<file path="config.mk">
export PLATFORM = sky130hd
export DESIGN_NAME = debouncer_multi
export DESIGN_NICKNAME = d
export VERILOG_FILES = /design/src/rtl/debouncer_multi.sv
export SDC_FILE = /design/constraint.sdc
export NUM_CORES = 1
export LEC_CHECK = 0
export BUFFER_PORTS_ARGS = -buffer_cell sky130_fd_sc_hd__buf_4
export CORE_UTILIZATION = 54
export CTS_BUF_LIST = sky130_fd_sc_hd__clkbuf_4 sky130_fd_sc_hd__clkbuf_8 sky130_fd_sc_hd__clkbuf_16
export CTS_CLUSTER_SIZE = 8
export DETAILED_ROUTE_END_ITERATION = 12
export PLACE_DENSITY = 0.74
export SYNTH_ARGS = -nofsm -noshare
export SYNTH_HDL_FRONTEND = slang
export SYNTH_SLANG_ARGS = --single-unit
</file>
<file path="constraint.sdc">
create_clock -name clk -period 1.82 [get_ports clk]
set_clock_uncertainty 0.15 [all_clocks]
set_input_delay 0 -clock clk [delete_from_list [all_inputs] [get_ports clk]]
set_output_delay 0 -clock clk [all_outputs]
set_load 0.1 [all_outputs]
</file>
<file path="src/rtl/debouncer_multi.sv">
// rtl/debouncer_multi.sv - multi-channel push-button debouncer with edge pulses and auto-repeat
module debouncer_multi #(
  parameter int NCH          = 4,
  parameter int TICK_MAX     = 100000,
  parameter int STABLE_CNT   = 8,
  parameter int REPEAT_DELAY = 500,
  parameter int REPEAT_RATE  = 100
) (
  input  logic           clk,
  input  logic           rst,
  input  logic [NCH-1:0] button,
  input  logic           repeat_en,
  output logic [NCH-1:0] level,
  output logic [NCH-1:0] press,
  output logic [NCH-1:0] rel,
  output logic           tick
);

  localparam int TW   = $clog2(TICK_MAX);
  localparam int SW   = (STABLE_CNT > 1) ? $clog2(STABLE_CNT) : 1;
  localparam int HMAX = (REPEAT_DELAY > REPEAT_RATE) ? REPEAT_DELAY : REPEAT_RATE;
  localparam int HW   = $clog2(HMAX + 1);

  logic [NCH-1:0]         sync1_q, sync1_d;
  logic [NCH-1:0]         sync2_q, sync2_d;
  logic [TW-1:0]          cnt_q, cnt_d;
  logic                   tick_q, tick_d;
  logic [NCH-1:0][SW-1:0] stab_q, stab_d;
  logic [NCH-1:0]         level_q, level_d;
  logic [NCH-1:0]         prev_q, prev_d;
  logic [NCH-1:0][HW-1:0] hold_q, hold_d;
  logic [NCH-1:0]         rpt_q, rpt_d;
  logic [NCH-1:0]         fire_q, fire_d;
  logic [NCH-1:0]         press_q, press_d;
  logic [NCH-1:0]         rel_q, rel_d;

  always_comb begin
    sync1_d = button;
    sync2_d = sync1_q;
    if (cnt_q == TW'(TICK_MAX - 1)) begin
      cnt_d  = '0;
      tick_d = 1'b1;
    end else begin
      cnt_d  = cnt_q + TW'(1);
      tick_d = 1'b0;
    end

    level_d = level_q;
    stab_d  = stab_q;
    hold_d  = hold_q;
    rpt_d   = rpt_q;
    fire_d  = '0;
    for (int i = 0; i < NCH; i++) begin
      // Any sample that agrees with the current level restarts qualification.
      if (tick_q) begin
        if (sync2_q[i] == level_q[i]) begin
          stab_d[i] = '0;
        end else if (stab_q[i] == SW'(STABLE_CNT - 1)) begin
          level_d[i] = sync2_q[i];
          stab_d[i]  = '0;
        end else begin
          stab_d[i] = stab_q[i] + SW'(1);
        end
      end

      if (!level_q[i] || !repeat_en) begin
        hold_d[i] = '0;
        rpt_d[i]  = 1'b0;
      end else if (tick_q) begin
        if (!rpt_q[i] && hold_q[i] == HW'(REPEAT_DELAY - 1)) begin
          fire_d[i] = 1'b1;
          rpt_d[i]  = 1'b1;
          hold_d[i] = '0;
        end else if (rpt_q[i] && hold_q[i] == HW'(REPEAT_RATE - 1)) begin
          fire_d[i] = 1'b1;
          hold_d[i] = '0;
        end else begin
          hold_d[i] = hold_q[i] + HW'(1);
        end
      end
    end

    // Repeat fires are dropped if the level fell or repeat was disabled meanwhile.
    prev_d  = level_q;
    press_d = (level_q & ~prev_q) | (fire_q & level_q & {NCH{repeat_en}});
    rel_d   = ~level_q & prev_q;
  end

  always_ff @(posedge clk) begin
    if (rst) begin
      sync1_q <= '0;
      sync2_q <= '0;
      cnt_q   <= '0;
      tick_q  <= 1'b0;
      stab_q  <= '0;
      level_q <= '0;
      prev_q  <= '0;
      hold_q  <= '0;
      rpt_q   <= '0;
      fire_q  <= '0;
      press_q <= '0;
      rel_q   <= '0;
    end else begin
      sync1_q <= sync1_d;
      sync2_q <= sync2_d;
      cnt_q   <= cnt_d;
      tick_q  <= tick_d;
      stab_q  <= stab_d;
      level_q <= level_d;
      prev_q  <= prev_d;
      hold_q  <= hold_d;
      rpt_q   <= rpt_d;
      fire_q  <= fire_d;
      press_q <= press_d;
      rel_q   <= rel_d;
    end
  end

  assign level = level_q;
  assign press = press_q;
  assign rel   = rel_q;
  assign tick  = tick_q;

endmodule

</file>
==> metrics.yaml <==
tritoncts: "built"
drive_above_1_share_pct: 14.0
clk_latency_ns: 0.35
numCtsBuffers: 9
max-clock-path-buffers: 2
crit_fanout: 9
antenna_found_initial: 0
power_density_nw_per_um2: 810
clock-root-buffer: "clkbuf_8"
wl_per_cell_um: 12.4
required_ns: 1.92
synth-seq-cells: 98
fmax_ghz: 0.571
drt-initial-drc-count: 69
gr-total-overflow: 0
nets: 500
insertedDiodeCount: 0
layout_commonest_cell: "dfxtp_1"
syn_nets: 455
cp.arrival_ns: 1.85
reg_top3: "hold_q x36, cnt_q x17, stab_q x12"
vias_per_cell: 5.27
ant_nets: 0
vias: 3063
drc_errors: 0
grt_max_degree: 31
yosysTopAreaCell: "dfxtp_1"
timing.final.crit_share_pct: 96.2
ys_types: 33
grt_pass1_vias: 2808
finalSetupTns_ns: 0
largest_register_ffs: 36
fin_util_pct: 67.1
ir_worst_vdd_uv: 490
hold_depth: 3
hold_viol_final: 0
grt.total_usage_pct: 19.9
clkSinkCount: 98
io_buffers: 19
synthCells: 435
synth_edf_count: 0
synthTopCellsByArea: "dfxtp_1 (49%), xnor2_1 (7.9%), nor2_1 (7.1%), nand2_1 (4.1%), ha_1 (4.1%)"
rr_worst_depth: 4
die_area_um2: 7740
grt_pass1_wl_um: 12000
cts-htree-levels: 3
path_clk_slew_ns: 0.08
rows: 30
synthFlopType: "dfxtp_1"
dr.pass1.iters: 5
largest_register: "hold_q"
hpwl_um: 4890
finalCriticalPeriod_ns: 1.75
drv_slew: 0
yosysSeqAreaShare_pct: 49.2
initial_utilization_pct: 57.2
status: "completed"
p_leak_uw: 0.00157
place.gp.congestion: 0.771
synthArstFlopShare_pct: 0
area_growth_pct: 17.5
post-cts-setup-buffers: 0
die_width_um: 88.0
start_kind: "flop"
syn_area_um2: 3990
crit_path_end_kind: "flop"
worstMarginPinSlew_ns: 0.384
die_h_um: 88.0
drv_cap: 0
finalSetupViolCount: 0
path_class: "reg2reg"
relSlewSlack_pct: 74.2
rsz0062_at_grt: "no"
ios: 20
wirelength_um: 7220
mostFrequentLayoutCells: "dfxtp_1 (97), nor2_1 (75), nand2_1 (44)"
yosysWarningCount: 0
coreArea_um2: 6980
synth_area_per_cell_um2: 9.17
synth_top_area_share_pct: 49.2
hp-class: "in2reg"
-- critical path, stage by stage, from the launching register on --
cell and delay (ns):
dfxtp_1 0.32, or4b_1 0.53, a2111o_1 0.43, nand3_4 0.15, nor2_1 0.07
-- power by group --
part           internal, uW  total [uW]  switching [uW]
Sequential             2150        2160            7.98
Clock                   875        1560             686
Combinational          35.6        74.8            39.2
Total                  3070        3800             733
-- synth_stat cells (5+ instances only) --
cell type and n:
dfxtp_1 98, nor2_1 76, nand2_1 44, xnor2_1 36, nor3_1 18, nor2b_1 16
nand3_1 15, a21oi_1 14, xor2_1 14, ha_1 13, nand4_1 13, nand2b_1 9
inv_1 6, clkbuf_1 5, nor4_1 5, or4b_1 5
-- timing repair --
item,4_1_cts,5_1_grt
hold buffers,6,0
endpoints found under the setup margin,2,49
pin swaps,0,6
resized for setup,1,6
endpoints found under the hold margin,21,0
gates cloned,0,1
-- cell type report --
type	instances	area, um2
clock buffers	14	168
multi-input cells	320	2000
clock inverters	2	60.1
well taps	96	120
repair buffers	45	353
inverters	6	22.5
fillers	581	2290
flip-flops and latches	98	1970
-- stage by stage --
| stage | instance area [um2] | hold WS, ns | power (uW) | instances | worst slack (ns) |
|---|---|---|---|---|---|
| global route | 4690 | 0.281 | 3930 | 581 | 0.00444 |
| global placement | 4350 | 0.0661 | 2270 | 558 | 0.0340 |
| floorplan | 3990 | -0.0218 | 2250 | 435 | 0.0142 |
| CTS | 4640 | 0.262 | 3830 | 580 | 0.00620 |
| detailed placement | 4350 | 0.0868 | 2280 | 558 | 0.0118 |
| finish | 4690 | 0.268 | 3800 | 581 | 0.0695 |
-- path summary, 6_finish.rpt --
kind | startpoint | endpoint | slack (ns)
worst max register to register | hold_q[4] | hold_q[2] | 0.07
worst min-delay path | button[3] | sync1_q[3] | 0.27
worst min register to register | sync1_q[1] | sync2_q[1] | 0.29
worst max-delay path | hold_q[4] | hold_q[2] | 0.07
-- logic make-up after synthesis --
logic type	share of synthesized area [%]
buffers and inverters	2.04
flip-flops	49.2
AO/OA/AOI/OAI	5.33
XOR/XNOR	11.0
adder cells (fa/ha/maj)	4.08
AND/OR/NAND/NOR	27.4
multiplexers	1.00
-- layer usage --
metal	up-vias	routed length, um	share of wire (%)	global-route usage, %
met4	0	160	2.2	8.79
met5	-	0	0	0
met1	1424	3620	50	25.2
met3	16	186	2.6	3.77
li1	1573	-	-	-
met2	50	3260	45	33.2
Power figures use the tool's default switching activity.
